$ cat src/rtl/alu_mc.sv
`default_nettype none
// ============================================================================
// Module      : alu_mc
// Description : EX-stage ALU with registered single-cycle ops and multi-cycle
//               shift-add MULTU / restoring DIVU behind a valid/ready handshake.
// Revision    : 1.0 - initial release
// ============================================================================
module alu_mc #(
  parameter int WIDTH      = 32,
  parameter bit SLT_SIGNED = 1'b1
) (
  input  logic             clk,
  input  logic             reset,
  input  logic             in_valid,
  output logic             in_ready,
  input  logic [2:0]       sel,
  input  logic [WIDTH-1:0] a,
  input  logic [WIDTH-1:0] b,
  output logic             out_valid,
  output logic [WIDTH-1:0] result,
  output logic [WIDTH-1:0] hi,
  output logic             c_out,
  output logic             overflow,
  output logic             zero,
  output logic             div_zero,
  output logic             busy
);

  localparam int         c_cw       = $clog2(WIDTH + 1);
  localparam logic [2:0] c_op_and   = 3'b000;
  localparam logic [2:0] c_op_or    = 3'b001;
  localparam logic [2:0] c_op_add   = 3'b010;
  localparam logic [2:0] c_op_multu = 3'b011;
  localparam logic [2:0] c_op_divu  = 3'b100;
  localparam logic [2:0] c_op_sub   = 3'b110;
  localparam logic [2:0] c_op_slt   = 3'b111;

  typedef enum logic [1:0] {
    S_IDLE = 2'd0,
    S_MUL  = 2'd1,
    S_DIV  = 2'd2,
    S_DONE = 2'd3
  } state_t;

  state_t            r_state;
  state_t            w_state_nxt;
  logic [c_cw-1:0]   r_cnt;
  logic [WIDTH-1:0]  r_acc_hi;
  logic [WIDTH-1:0]  r_acc_lo;
  logic [WIDTH-1:0]  r_opb;
  logic              r_div_zero_pend;

  logic [WIDTH-1:0]  r_result;
  logic [WIDTH-1:0]  r_hi;
  logic              r_c_out;
  logic              r_overflow;
  logic              r_zero;
  logic              r_div_zero;
  logic              r_out_valid;

  logic              w_accept;
  logic              w_is_mul;
  logic              w_is_div;

  // Shared adder for ADD, SUB and SLT
  logic              w_sub;
  logic [WIDTH-1:0]  w_b_eff;
  logic [WIDTH:0]    w_sum_full;
  logic [WIDTH-1:0]  w_sum;
  logic              w_cout;
  logic              w_c_msb;
  logic              w_ovf;
  logic              w_slt_set;
  logic [WIDTH-1:0]  w_alu_res;
  logic              w_alu_c;
  logic              w_alu_v;

  logic [WIDTH:0]    w_mul_add;
  logic [WIDTH+1:0]  w_div_full;
  logic              w_div_ok;
  logic [WIDTH-1:0]  w_step_hi;
  logic [WIDTH-1:0]  w_step_lo;

  assign in_ready  = (r_state == S_IDLE) && reset;
  assign busy      = (r_state != S_IDLE);
  assign w_accept  = in_valid && in_ready;
  assign w_is_mul  = (sel == c_op_multu);
  assign w_is_div  = (sel == c_op_divu);

  assign w_sub      = (sel == c_op_sub) || (sel == c_op_slt);
  assign w_b_eff    = w_sub ? ~b : b;
  assign w_sum_full = {1'b0, a} + {1'b0, w_b_eff} + {{WIDTH{1'b0}}, w_sub};
  assign w_sum      = w_sum_full[WIDTH-1:0];
  assign w_cout     = w_sum_full[WIDTH];
  assign w_c_msb    = a[WIDTH-1] ^ w_b_eff[WIDTH-1] ^ w_sum[WIDTH-1];
  assign w_ovf      = w_c_msb ^ w_cout;
  assign w_slt_set  = SLT_SIGNED ? (w_sum[WIDTH-1] ^ w_ovf) : ~w_cout;

  always_comb begin
    w_alu_res = '0;
    w_alu_c   = 1'b0;
    w_alu_v   = 1'b0;
    case (sel)
      c_op_and: w_alu_res = a & b;
      c_op_or:  w_alu_res = a | b;
      c_op_add, c_op_sub: begin
        w_alu_res = w_sum;
        w_alu_c   = w_cout;
        w_alu_v   = w_ovf;
      end
      c_op_slt: w_alu_res = {{(WIDTH-1){1'b0}}, w_slt_set};
      default:  w_alu_res = '0;
    endcase
  end

  // Multiply step: conditional add into the high half, then shift {carry, hi, lo} right
  assign w_mul_add = {1'b0, r_acc_hi} + ({1'b0, r_opb} & {(WIDTH+1){r_acc_lo[0]}});

  // Divide step: trial-subtract from the left-shifted remainder. A successful
  // trial can never leave bit WIDTH set, so both upper bits must be clear.
  assign w_div_full = {1'b0, r_acc_hi, r_acc_lo[WIDTH-1]} - {2'b00, r_opb};
  assign w_div_ok   = (w_div_full[WIDTH+1:WIDTH] == 2'b00);

  always_comb begin
    w_step_hi = w_mul_add[WIDTH:1];
    w_step_lo = {w_mul_add[0], r_acc_lo[WIDTH-1:1]};
    if (r_state == S_DIV) begin
      w_step_hi = w_div_ok ? w_div_full[WIDTH-1:0]
                           : {r_acc_hi[WIDTH-2:0], r_acc_lo[WIDTH-1]};
      w_step_lo = {r_acc_lo[WIDTH-2:0], w_div_ok};
    end
  end

  always_comb begin
    w_state_nxt = r_state;
    case (r_state)
      S_IDLE: begin
        if (w_accept && w_is_mul)      w_state_nxt = S_MUL;
        else if (w_accept && w_is_div) w_state_nxt = S_DIV;
      end
      S_MUL, S_DIV: if (r_cnt == c_cw'(1)) w_state_nxt = S_DONE;
      S_DONE:  w_state_nxt = S_IDLE;
      default: w_state_nxt = S_IDLE;
    endcase
  end

  always_ff @(posedge clk) begin
    if (!reset) r_state <= S_IDLE;
    else        r_state <= w_state_nxt;
  end

  always_ff @(posedge clk) begin
    if (!reset) begin
      r_cnt           <= '0;
      r_acc_hi        <= '0;
      r_acc_lo        <= '0;
      r_opb           <= '0;
      r_div_zero_pend <= 1'b0;
      r_result        <= '0;
      r_hi            <= '0;
      r_c_out         <= 1'b0;
      r_overflow      <= 1'b0;
      r_zero          <= 1'b0;
      r_div_zero      <= 1'b0;
      r_out_valid     <= 1'b0;
    end else begin
      r_out_valid <= 1'b0;
      case (r_state)
        S_IDLE: begin
          if (w_accept) begin
            if (w_is_mul || w_is_div) begin
              r_cnt           <= c_cw'(WIDTH);
              r_acc_hi        <= '0;
              r_acc_lo        <= a;
              r_opb           <= b;
              r_div_zero_pend <= w_is_div && (b == '0);
            end else begin
              r_result    <= w_alu_res;
              r_hi        <= '0;
              r_c_out     <= w_alu_c;
              r_overflow  <= w_alu_v;
              r_zero      <= (w_alu_res == '0);
              r_div_zero  <= 1'b0;
              r_out_valid <= 1'b1;
            end
          end
        end
        S_MUL, S_DIV: begin
          r_acc_hi <= w_step_hi;
          r_acc_lo <= w_step_lo;
          r_cnt    <= r_cnt - c_cw'(1);
          // Publish on the final iteration so out_valid coincides with DONE
          if (r_cnt == c_cw'(1)) begin
            r_result    <= w_step_lo;
            r_hi        <= w_step_hi;
            r_c_out     <= 1'b0;
            r_overflow  <= 1'b0;
            r_zero      <= (w_step_lo == '0);
            r_div_zero  <= r_div_zero_pend;
            r_out_valid <= 1'b1;
          end
        end
        default: ;
      endcase
    end
  end

  assign out_valid = r_out_valid;
  assign result    = r_result;
  assign hi        = r_hi;
  assign c_out     = r_c_out;
  assign overflow  = r_overflow;
  assign zero      = r_zero;
  assign div_zero  = r_div_zero;

endmodule
`default_nettype wire
$ cat config.mk
export PLATFORM = sky130hd
export DESIGN_NAME = alu_mc
export DESIGN_NICKNAME = d
export VERILOG_FILES = /design/src/rtl/alu_mc.sv
export SDC_FILE = /design/constraint.sdc
export NUM_CORES = 1
export LEC_CHECK = 0
export ABC_CLOCK_PERIOD_IN_PS = 4150
export BUFFER_PORTS_ARGS = -buffer_cell sky130_fd_sc_hd__buf_4
export CORE_AREA = 2 2 219 199
export DETAILED_ROUTE_END_ITERATION = 12
export DIE_AREA = 0 0 221 201
export PLACE_DENSITY_LB_ADDON = 0.08
export SLEW_MARGIN = 20
export SYNTH_ARGS = -nofsm -noshare
export SYNTH_HDL_FRONTEND = slang
export SYNTH_SLANG_ARGS = --single-unit
$ cat constraint.sdc
create_clock -name clk -period 4.15 [get_ports clk]
set_input_delay 0.415 -clock clk [delete_from_list [all_inputs] [get_ports clk]]
set_output_delay 0.415 -clock clk [all_outputs]
set_load 0.1 [all_outputs]
### Yosys cells after proc, flatten, opt, wreduce, memory -nomap -nowiden

Index checks and enable logic that the tools add are counted.

| storage, ports and cells | value |
|---|---|
| register bits after elaboration | 174 |
| latch bits | 0 |
| bits in writable memories | 0 |
| memory bits (read-only) | 0 |
| bits of input ports | 70 |
| output and inout port bits | 71 |
| word-level logic and storage cells | 109 |
| memories kept | 0 |

| cells by class | value |
|---|---|
| add/subtract/negate cells | 5 |
| $mul | 0 |
| div/mod/pow operators | 0 |
| magnitude comparators | 0 |
| equal/unequal tests | 15 |
| shifts and indexed selects | 0 |
| multiplexer cells | 47 |
| bitwise logic cells | 8 |
| reductions and logical operators | 21 |

Operators with widths:

| kind | number |
|---|---|
| 2-to-1 mux 32 bit | 14 |
| case mux 32 bit (2 select lines) | 4 |
| case mux 32 bit (4 select lines) | 1 |
| zero test 32 bit | 3 |
| subtractor 33 x 32 -> 34 bit | 1 |
| adder 32 x 32 -> 33 bit | 1 |
| adder 32 x 33 -> 33 bit | 1 |
| adder 33 x 1 -> 33 bit | 1 |
| AND 32 x 33 -> 33 bit | 1 |
| AND 32 bit | 1 |
| inverter 32 bit | 1 |
| OR 32 bit | 1 |
| 2-to-1 mux 1 bit | 16 |
| 2-to-1 mux 6 bit | 2 |
| case mux 6 bit (2 select lines) | 1 |
| case mux 1 bit (2 select lines) | 5 |
| equality test 3 bit, second input constant | 3 |
| equality test 3 x 2 -> 1 bit, second input constant | 2 |
| equality test 6 x 1 -> 1 bit, second input constant | 1 |
| 2-to-1 mux 2 bit | 3 |
| != test 2 bit, second input constant | 3 |
| case mux 2 bit (3 select lines) | 1 |
| AND reduction 3 bit | 2 |
| subtractor 6 x 1 -> 6 bit, second input constant | 1 |
| 14 further kinds | 26 |

### Depth between registers and ports, before layout

Gate-level depths: netlist of run 1.

| depth | value |
|---|---|
| depth in word-level cells | 13 |
| depth in mapped cells | 17 |
| gate-level depth less buffers | 15 |

### Worst setup path after synthesis of run 1

No wires, ideal clock.

| timing path | value |
|---|---|
| path type | input to register |
| from | input port sel[1] |
| to | register r_zero, in the netlist zero |
| setup time | 0.069 ns |
| data arrival time | 4.108 ns |
| data required time | 4.081 ns |
| slack | -0.027 ns |
| stages | 16 |
| buffers on the path | 2 |
| cell sequence | clkbuf_1 -> nand2_1 -> buf_1 -> xnor2_1 -> fa_1 -> a211o_1 -> a31oi_1 -> o2111ai_1 -> nand3_1 -> mux2i_1 -> o211a_1 -> o311ai_0 -> nor4_4 -> nand4_1 -> or4b_1 -> o21ai_1 |

| on the way | value |
|---|---|
| word-level cells in the longest chain between the ends | 13 |
| elaborated cells on any way between the ends | 24 |
| those cells by class | add/sub (2); eq/ne (7); mux (5); bitwise (4); reduce/logical (6) |

RTL lines:

| item | line | text |
|---|---|---|
| start: declaration | 16 | `input logic [2:0] sel,` |
| equality test 3 bit | 90, 103 |  |
| logical OR 1 bit | 90 | `assign w_sub = (sel == c_op_sub) \|\| (sel == c_op_slt);` |
| 2-to-1 mux 32 bit | 91 | `assign w_b_eff = w_sub ? ~b : b;` |
| adder 32 x 32 -> 33 bit | 92 | `assign w_sum_full = {1'b0, a} + {1'b0, w_b_eff} + {{WIDTH{1'b0}}, w_sub};` |
| adder 33 x 1 -> 33 bit | 92 |  |
| XOR 1 bit | 95 | `assign w_c_msb = a[WIDTH-1] ^ w_b_eff[WIDTH-1] ^ w_sum[WIDTH-1];` |
| XOR 1 bit | 96 | `assign w_ovf = w_c_msb ^ w_cout;` |
| XOR 1 bit | 97 | `assign w_slt_set = SLT_SIGNED ? (w_sum[WIDTH-1] ^ w_ovf) : ~w_cout;` |
| case mux 32 bit (4 select lines) | 103 | `case (sel)` |
| zero test 32 bit | 182 | `r_zero <= (w_alu_res == '0);` |
| 2-to-1 mux 1 bit | 171 | `if (w_is_mul \|\| w_is_div) begin` |
| 2-to-1 mux 1 bit | 170 | `if (w_accept) begin` |
| case mux 1 bit (2 select lines) | 168 | `case (r_state)` |
| end signal: assignment | 182 |  |
| end signal: assignment | 198 | `r_zero <= (w_step_lo == '0);` |
| end: declaration | 57 | `logic r_zero;` |

Several ways; a longest one is shown, not always the timed one. The select of a mux whose other input is x is not followed.
A chain may end at the register's enable or synchronous reset.

### Final worst setup path of run 1

| timing path | value |
|---|---|
| from | register r_opb[0] |
| to | register r_hi[25], in the netlist hi[25] |

| on the way | value |
|---|---|
| word-level cells in the longest chain between the ends | 6 |
| elaborated cells on any way between the ends | 8 |
| those cells by class | add/sub (2); mux (4); bitwise (1); reduce/logical (1) |

RTL lines:

| item | line | text |
|---|---|---|
| start: declaration | 50 | `logic [WIDTH-1:0] r_opb;` |
| start signal: assignment | 157 | `r_opb <= '0;` |
| start signal: assignment | 175 | `r_opb <= b;` |
| subtractor 33 x 32 -> 34 bit | 121 | `assign w_div_full = {1'b0, r_acc_hi, r_acc_lo[WIDTH-1]} - {2'b00, r_opb};` |
| zero test 2 bit | 122 | `assign w_div_ok = (w_div_full[WIDTH+1:WIDTH] == 2'b00);` |
| 2-to-1 mux 32 bit | 128 | `w_step_hi = w_div_ok ? w_div_full[WIDTH-1:0]` |
| 2-to-1 mux 32 bit * | 127 | `if (r_state == S_DIV) begin` |
| 2-to-1 mux 32 bit * | 193 | `if (r_cnt == c_cw'(1)) begin` |
| case mux 32 bit (2 select lines) * | 168 |  |
| end signal: assignment | 195 | `r_hi <= w_step_hi;` |
| end: declaration | 54 | `logic [WIDTH-1:0] r_hi;` |

Every way passes the cells marked *; elsewhere a longest branch is shown, timed or not. The select of a mux whose other input is x is not followed.

==> flow_summary.json, run 1 <==
{
  "status": "finished clean",
  "cts_root_buffer": "clkbuf_16",
  "via_per_inst": 5.62,
  "required_ns": 4.51,
  "tritoncts": "done",
  "ant_nets": 0,
  "num_rows": 72,
  "grt_max_degree": 51,
  "fin_tns_setup_ns": 0,
  "synth-seq-cells": 174,
  "die_h_um": 201,
  "num_vias": 13700,
  "hold_viol": 0,
  "dpl_cell_area_mm2": 0.0157,
  "rsz0062_at_grt": "no",
  "antenna_found_initial": 1,
  "synth_edf_count": 0,
  "fin_skew_ns": 0.0117,
  "synth_common_cells": "nand2_1 (216), a21oi_1 (200), dfxtp_1 (174)",
  "avgSynthCellArea_um2": 7.84,
  "drt_iter0_markers": 1026,
  "fp.coreArea_mm2": 0.0424,
  "final.period_utilization_pct": 94.0,
  "io_buffers": 140,
  "initial_core_util_pct": 32.5,
  "synth_warnings": 0,
  "post-route-min-period_ns": 3.90,
  "wl_um": 51900,
  "ir_worst_vdd_mv": 0.395,
  "synthAdderAreaFrac_pct": 11.9,
  "fin_nets": 2052,
  "drive_above_1_share_pct": 14.7,
  "synth-compound-area-share_pct": 28.5,
  "ys_seq_area_share_pct": 25.3,
  "hold_depth": 3,
  "syn-num-nets": 1933,
  "synth_top_area_share_pct": 25.3,
  "ios": 141,
  "grt_first_pass_wirelength_um": 80400,
  "gp_congestion": 0.896,
  "htreeDepth": 4,
  "crit_type": "reg2reg",
  "grt_pass1_vias": 13300,
  "ys_async_sr_fraction_pct": 0,
  "numCtsBuffers": 17,
  "synth_mux_area_share_pct": 4.84,
  "cp_max_fo": 3,
  "synth_xor_xnor_area_share_pct": 7.37,
  "relSlewSlack_pct": 31.1,
  "finalSetupViolCount": 0,
  "fmax_ghz": 0.256,
  "syn_to_final_growth_pct": 17.9,
  "hpwl_um": 40200,
  "post_cts_buffers": 0,
  "maxCapViolations": 0,
  "grt_overflow": 0,
  "hold_class": "in2reg",
  "die_area_mm2": 0.0444,
  "synth_top_family_by_area": "compound AO/OA/AOI/OAI gates",
  "synthFlopType": "dfxtp_1",
  "synth_area_mm2": 0.0138,
  "critical_path_arrival_ns": 4.26,
  "powerDensity_mw_per_mm2": 539,
  "grtUsageTotal_pct": 23.1,
  "yosysMostFrequentCell": "nand2_1",
  "diodes": 0,
  "synth_simple_gate_area_share_pct": 17.1,
  "insertion_delay_ns": 0.47,
  "slew_viol_final": 0,
  "synthTopCellsByArea": "dfxtp_1 (25%), ha_1 (9.3%), a21oi_1 (7.3%), nand2_1 (5.9%), xnor2_1 (5.4%)",
  "worst-slew-pin-transition_ns": 1.02,
  "reg2reg_depth": 15,
  "firstDrtPassIters": 5,
  "die_width_um": 221,
  "cts_resized": 0,
  "clk_path_buf_depth": 2,
  "start_kind": "register",
  "final_area_mm2": 0.0163,
  "drc": 0,
  "hold_buffers": 0,
  "cts.sinks": 174,
  "cp-end-kind": "register",
  "postSynthCellCount": 1758,
  "clk_pin_slew_ns": 0.07,
  "avgRoutedWirePerCell_um": 21.2,
  "power.leakage_nw": 6.73,
  "ys_types": 88,
  "yosys.area.top_type": "dfxtp_1"
}
==> final cells by class <==
cell class                      count  area [um^2]
Timing Repair Buffer              207         1590
Clock buffer                       20          447
Tap cell                          555          694
Fill cell                        4465        26200
Inverter                           67          251
Sequential cell                   174         3480
Multi-Input combinational cell   1410         9680
Clock inverter                     12          110
==> power by group <==
| part | switching [mW] | total, mW | internal, mW |
|---|---|---|---|
| combinational | 3.34 | 4.95 | 1.60 |
| sequential | 0.227 | 2.18 | 1.95 |
| clock | 0.790 | 1.64 | 0.847 |
==> registers in the layout (all words and copies together) (netlist names) <==
name	count
c_out	1
div_zero	1
hi	32
out_valid	1
overflow	1
r_acc_hi	32
r_acc_lo	32
r_cnt	6
r_div_zero_pend	1
r_opb	32
r_state	2
result	32
zero	1
==> critical path: stages, from the launching register on <==
cell and delay (ns):
dfxtp_1 0.33, and2_1 0.14, ha_1 0.23, fa_1 0.45, a211oi_1 0.32, o21a_1 0.22
o31a_1 0.25, a31oi_1 0.19, a31o_2 0.33, a31oi_1 0.22, buf_4 0.17, nor2_1 0.07
a311oi_2 0.34, xor2_1 0.19, o21ai_1 0.12, a22o_1 0.23
==> stage by stage <==
stage | total power [mW] | hold WS [ns] | setup slack [ns] | std cells | util [%]
after floorplan | 5.70 | 0.432 | 0.137 | 1758 | -
after global placement | 7.14 | 0.441 | 0.0917 | 2413 | 37.0
after detailed placement | 7.13 | 0.446 | 0.0519 | 2413 | 37.0
after CTS | 8.80 | 0.209 | 0.232 | 2445 | 38.3
after global routing | 9.27 | 0.229 | 0.0736 | 2445 | 38.3
final | 8.76 | 0.236 | 0.247 | 2445 | 38.3
==> routing by layer <==
| layer | global-route usage, % | wire length (um) |
|---|---|---|
| met1 | 33.5 | 26100 |
| met2 | 35.3 | 22400 |
| met3 | 3.97 | 2540 |
| met4 | 5.56 | 911 |
| met5 | 0 | 0 |
==> placed cells by master (no fill, tap or decap), types with 38 or more instances in the layout <==
cell and instances:
a21oi_1 200, xnor2_1 85, a22o_1 46, o21ai_0 56, ha_1 100, nor2_1 89, and2_1 38, mux2i_1 55
nand2_1 215, inv_1 65, dfxtp_1 174, a21o_1 43, buf_4 204
==> final timing paths <==
| check | endpoint | slack [ns] | from |
|---|---|---|---|
| worst max-delay path | hi[25] | 0.25 | r_opb[0] |
| worst min-delay path | r_opb[25] | 0.24 | b[25] |
| worst max register to register | hi[25] | 0.25 | r_opb[0] |
| worst min register to register | result[11] | 0.45 | result[11] |
==> cells by family after synthesis <==
logic type | count (synthesis)
AND/OR/NAND/NOR | 504
adder cells (fa/ha/maj) | 136
flip-flops | 174
multiplexers | 65
AO/OA/AOI/OAI | 589
XOR/XNOR | 116
buffers and inverters | 174
(Power assumes the default switching activity.)
==> run 2: changes to the inputs <==
--- a/config.mk
+++ b/config.mk
@@ -5,11 +5,12 @@
 export SDC_FILE = /design/constraint.sdc
 export NUM_CORES = 1
 export LEC_CHECK = 0
-export ABC_CLOCK_PERIOD_IN_PS = 4150
+export ABC_CLOCK_PERIOD_IN_PS = 3500
 export BUFFER_PORTS_ARGS = -buffer_cell sky130_fd_sc_hd__buf_4
 export CORE_AREA = 2 2 219 199
 export DETAILED_ROUTE_END_ITERATION = 12
 export DIE_AREA = 0 0 221 201
+export GPL_TIMING_DRIVEN = 0
 export PLACE_DENSITY_LB_ADDON = 0.08
 export SLEW_MARGIN = 20
 export SYNTH_ARGS = -nofsm -noshare
==> constraint.sdc (replaced) <==
create_clock -name clk -period 3.5 [get_ports clk]
set_input_delay 0.35 -clock clk [delete_from_list [all_inputs] [get_ports clk]]
set_output_delay 0.35 -clock clk [all_outputs]
set_load 0.1 [all_outputs]
==> run 2 against run 1 <==
The run now ends with negative setup slack left. Global-route usage rose by 2.9 points. Routed wire length rose by 15%. Total power rose by 29%. Setup slack got worse by 0.40 ns. Design area rose by 9.0%. Sequential cell count did not move. Utilization rose by 3.5 points. Final cell count rose by 3.7%. Register-to-register slack got worse by 0.20 ns. Combinational power rose by 39%. Critical endpoint is now zero. Largest cell class unchanged. Highest routed layer unchanged.
==> flow_summary.json, run 2 (synthesis results as in run 1) <==
{
  "gp_congestion": 0.925,
  "finalSetupViolCount": 2,
  "violations": "negative setup slack",
  "drt_iter0_markers": 1299,
  "status": "complete, but fails checks",
  "required_ns": 3.90,
  "grt_first_pass_wirelength_um": 88200,
  "met2_usage_pct": 37.6,
  "crit_type": "in2reg",
  "grt_max_degree": 17,
  "grt_pass1_vias": 13800,
  "clk_path_buf_depth": 2,
  "drive_above_1_share_pct": 22.2,
  "firstDrtPassIters": 5,
  "cp_slowest_cell": "or4b_1",
  "initial_core_util_pct": 32.5,
  "mostFrequentLayoutCells": "nand2_1 (208), buf_4 (196), a21oi_1 (188)",
  "htreeDepth": 4,
  "hpwl_um": 45700,
  "ir_worst_vdd_mv": 0.518,
  "avgRoutedWirePerCell_um": 23.6,
  "ios": 141,
  "fmax_ghz": 0.274,
  "crit_chain": "clkbuf_16 > nand2_8 > buf_12 > xnor2_1 > ha_1 > buf_6 > a211o_1 > a21o_1 > a41oi_4 > a211oi_4 > a22o_4 > a221oi_4 > xnor2_2 > a221oi_2 > nand4_1 > or4b_1 > o21ai_1",
  "wl_um": 59800,
  "final.period_utilization_pct": 104,
  "cts_root_buffer": "clkbuf_16",
  "p_total_mw": 11.3,
  "antenna_found_initial": 0,
  "clk_pin_slew_ns": 0.07,
  "post-route-min-period_ns": 3.65,
  "finalWorstSetupSlack_ns": -0.155,
  "powerDensity_mw_per_mm2": 639,
  "cp_max_fo": 6,
  "hold_class": "in2reg",
  "num_vias": 14500,
  "cts.sinks": 174,
  "multi_input_area_mm2": 0.0106,
  "drc": 0,
  "num_rows": 72,
  "ff_latch_area_mm2": 0.00351,
  "grtUsageTotal_pct": 26.0,
  "insertion_delay_ns": 0.46,
  "slowest_delay_ns": 0.48,
  "io_buffers": 138,
  "top_usage_layer": "met1",
  "die_h_um": 201,
  "power.leakage_nw": 7.10,
  "pre_cts_ws_ns": -1.03,
  "grt_use_met1_pct": 39.6,
  "hold_viol": 0,
  "fp.coreArea_mm2": 0.0424,
  "cp-end-kind": "register",
  "slew_viol_final": 0,
  "hold_slack_ns": 0.175,
  "via_per_inst": 5.71,
  "fin_nets": 2144,
  "nFillCells": 4348,
  "fin_tns_setup_ns": -0.180,
  "relSlewSlack_pct": 30.1,
  "layout_commonest_cell": "nand2_1",
  "tritoncts": "done",
  "die_width_um": 221,
  "rsz0062_at_grt": "yes",
  "die_area_mm2": 0.0444,
  "final_util_pct": 41.8,
  "worst-slew-pin-transition_ns": 1.05,
  "grt_overflow": 0,
  "fin_skew_ns": 0.00769,
  "start_kind": "input port",
  "met3_usage_pct": 4.48,
  "syn_to_final_growth_pct": 28.6,
  "numCtsBuffers": 17,
  "diodes": 0,
  "ant_nets": 0,
  "maxCapViolations": 0,
  "critical_path_arrival_ns": 4.05
}
==> run 2: power breakdown <==
group	switching (mW)	internal (mW)
logic	4.49	2.39
registers	0.267	2.32
clock network	0.900	0.976
total	5.65	5.68
==> run 2: worst paths after layout <==
kind / cells past startpoint / startpoint / endpoint / slack (ns)
max: 17 / sel[2] / zero / -0.15
min: 3 / b[28] / r_opb[28] / 0.18
max reg2reg: 12 / r_state[0] / zero / 0.05
min reg2reg: 2 / hi[3] / hi[3] / 0.45
==> run 2: cell type report <==
class	count	share of cell area, %
clock inverters	6	0.198
well taps	555	3.92
multi-input cells	1410	59.6
inverters	67	1.43
plain buffers	97	3.16
repair buffers	202	9.08
flip-flops and latches	174	19.8
clock buffers	25	2.80
==> run 2: through the flow <==
| stage | cells | area (um^2) |
|---|---|---|
| finish | 2536 | 17700 |
| global route | 2536 | 17700 |
| CTS | 2505 | 16900 |
| detailed placement | 2451 | 15600 |
| global placement | 2451 | 15600 |
| floorplan | 1758 | 13900 |
==> run 2: per-layer routing <==
layer	up-vias	share of wire [%]
li1	6868	-
met1	7076	50
met2	484	41
met3	53	6.9
met4	0	1.8
met5	-	0
==> run 2: repair_timing <==
action                                  CTS  global route
buffers inserted                         28            32
endpoints found under the setup margin   77            80
hold buffers                              0             0
hold endpoints to repair                  0             0
cloned                                    1             3
resized for setup                       122           126
pin swaps                                44            71
==> run 2: worst max-delay path: cells and delay by family <==
kind	cells	cell delay [ns]
fa+ha+maj	1	0.25
simple gates	3	0.78
buf+inv	3	0.43
xor+xnor	2	0.28
compound gates	8	1.94
==> run 3: changes to the inputs <==
--- a/config.mk
+++ b/config.mk
@@ -7,11 +7,12 @@
 export LEC_CHECK = 0
 export ABC_CLOCK_PERIOD_IN_PS = 3500
 export BUFFER_PORTS_ARGS = -buffer_cell sky130_fd_sc_hd__buf_4
+export CAP_MARGIN = 40
 export CORE_AREA = 2 2 219 199
 export DETAILED_ROUTE_END_ITERATION = 12
 export DIE_AREA = 0 0 221 201
 export GPL_TIMING_DRIVEN = 0
-export PLACE_DENSITY_LB_ADDON = 0.08
+export PLACE_DENSITY_LB_ADDON = 0.2
 export SLEW_MARGIN = 20
 export SYNTH_ARGS = -nofsm -noshare
 export SYNTH_HDL_FRONTEND = slang
==> run 3 against run 2 <==
The run still ends with negative setup slack left. Global-route usage is 0.72 points lower. Sequential cell count did not move. Utilization decreased by 0.51 points. Critical path type unchanged. Critical endpoint unchanged.
==> flow_summary.json, run 3 (synthesis results as in run 1) <==
{
  "status": "complete, but fails checks",
  "violations": "negative setup slack",
  "fin_nets": 2122,
  "swShare_pct": 49.7,
  "maxCapViolations": 0,
  "clk_path_buf_depth": 2,
  "grt_pass1_vias": 13700,
  "netSwitchingPower_mw": 5.54,
  "r2r_end": "r_acc_hi[25]",
  "required_ns": 3.90,
  "internal-power_mw": 5.61,
  "pre_cts_ws_ns": -1.02,
  "fin_skew_ns": 0.0137,
  "cp-end-kind": "register",
  "crit_type": "in2reg",
  "tritoncts": "done",
  "insertion_delay_ns": 0.47,
  "critical_path_arrival_ns": 4.00,
  "num_vias": 14500,
  "grt_first_pass_wirelength_um": 86000,
  "fp.coreArea_mm2": 0.0424,
  "numCtsBuffers": 17,
  "num_rows": 72,
  "hpwl_um": 44600,
  "p_total_mw": 11.2,
  "mostFrequentLayoutCells": "nand2_1 (211), a21oi_1 (188), buf_4 (175)",
  "htreeDepth": 4,
  "hold_viol": 0,
  "die_width_um": 221,
  "r2r_slack_ns": 0,
  "crit_chain": "clkbuf_16 > nand2_8 > clkbuf_16 > xnor2_1 > ha_2 > nand2_1 > nor3_2 > a211oi_2 > a211oi_4 > a22o_4 > buf_4 > o311ai_4 > nor4_4 > nand4_1 > or4b_4 > o21ai_1",
  "via_per_inst": 5.78,
  "worst-slew-pin-transition_ns": 0.857,
  "final_util_pct": 41.3,
  "post-route-min-period_ns": 3.59,
  "clock_power_share_pct": 16.9,
  "nFillCells": 4315,
  "ir_worst_vdd_mv": 0.690,
  "cp_max_fo": 8,
  "ios": 141,
  "hold_depth": 3,
  "grt_max_degree": 17,
  "cts.sinks": 174,
  "diodes": 0,
  "crit_top_cell": "clkbuf_16",
  "final.period_utilization_pct": 103,
  "cts_root_buffer": "clkbuf_16",
  "layout_commonest_cell": "nand2_1",
  "finalWorstSetupSlack_ns": -0.0949,
  "fmax_ghz": 0.278,
  "clk_pin_slew_ns": 0.07,
  "start_kind": "input port",
  "reg2reg_depth": 14,
  "hold_class": "in2reg",
  "drc": 0,
  "comb_power_share_pct": 59.8,
  "slew_viol_final": 0,
  "min_from": "b[2]",
  "powerDensity_mw_per_mm2": 637,
  "wl_um": 58000,
  "p_seq_share_pct": 23.3,
  "die_area_mm2": 0.0444,
  "slowest_delay_ns": 0.50,
  "io_buffers": 138,
  "r2r_start": "r_acc_lo[0]",
  "firstDrtPassIters": 5,
  "power.leakage_nw": 6.97,
  "drive_above_1_share_pct": 20.8,
  "syn_to_final_growth_pct": 27.0,
  "initial_core_util_pct": 32.5,
  "drt_iter0_markers": 1361,
  "grt_overflow": 0,
  "die_h_um": 201,
  "antenna_found_initial": 1,
  "finalSetupViolCount": 1,
  "avgRoutedWirePerCell_um": 23.1,
  "relSlewSlack_pct": 42.1,
  "hold_end": "r_opb[2]",
  "gp_congestion": 0.950,
  "rsz0062_at_grt": "yes",
  "grtUsageTotal_pct": 25.3,
  "cp_slowest_cell": "or4b_4",
  "ant_nets": 0,
  "hold_buffers": 0
}
-- run 3: final cells by class --
type                    count  area (um^2)  share of cell area, %
flip-flops and latches    174         3520                   20.1
repair buffers            182         1470                   8.41
clock inverters            10         77.6                  0.443
clock buffers              22          474                   2.71
plain buffers              95          528                   3.02
multi-input cells        1410        10500                   59.9
inverters                  67          251                   1.44
well taps                 555          694                   3.97
-- run 3: how the worst max path moves through the flow --
| stage | from | cells past startpoint | end | slack, ns |
|---|---|---|---|---|
| after floorplan | sel[2] | 17 | zero | 0.002 |
| after global placement | r_acc_lo[0] | 14 | hi[28] | -1.04 |
| after detailed placement | r_acc_lo[0] | 14 | hi[28] | -1.02 |
| after CTS | sel[1] | 17 | zero | -0.04 |
| after global routing | sel[2] | 16 | zero | -0.13 |
| final | sel[2] | 16 | zero | -0.09 |
-- run 3: timing repair --
action | 4_1_cts | 5_1_grt
gates cloned | 2 | 2
setup buffers | 14 | 22
endpoints found under the hold margin | 0 | 0
setup endpoints to repair | 72 | 69
resized for setup | 113 | 105
pin swaps | 39 | 61
-- run 3: routing by layer --
layer  GRT usage, %  routed length, um
met5              0                 12
met4           8.84               2120
met3           4.13               4080
met2           39.7              25600
met1           34.9              26200
-- run 3: critical path, delay by kind of cell --
kind	cells	cell delay (ns)
simple gates	6	1.51
buf+inv	3	0.45
fa+ha+maj	1	0.44
compound gates	5	1.08
xor+xnor	1	0.13
-- run 3: through the flow --
step / cell area, um^2 / hold WS, ns / std cells / setup TNS, ns
6_report: 17500 / 0.185 / 2515 / -0.0949
5_1_grt: 17500 / 0.192 / 2515 / -0.504
4_1_cts: 16900 / 0.173 / 2496 / -0.0422
3_5_place_dp: 15600 / 0.445 / 2455 / -36.45
3_3_place_gp: 15600 / 0.440 / 2451 / -36.83
2_1_floorplan: 13900 / 0.432 / 1758 / 0
-- run 3: power by group through the flow --
stage          clock [mW]  combinational [mW]  sequential (mW)
2_1_floorplan           0                3.09             3.68
3_3_place_gp            0                5.81             2.63
3_5_place_dp            0                5.85             2.63
4_1_cts              1.89                6.33             2.59
5_1_grt              1.97                7.03             2.63
6_report             1.89                6.67             2.60
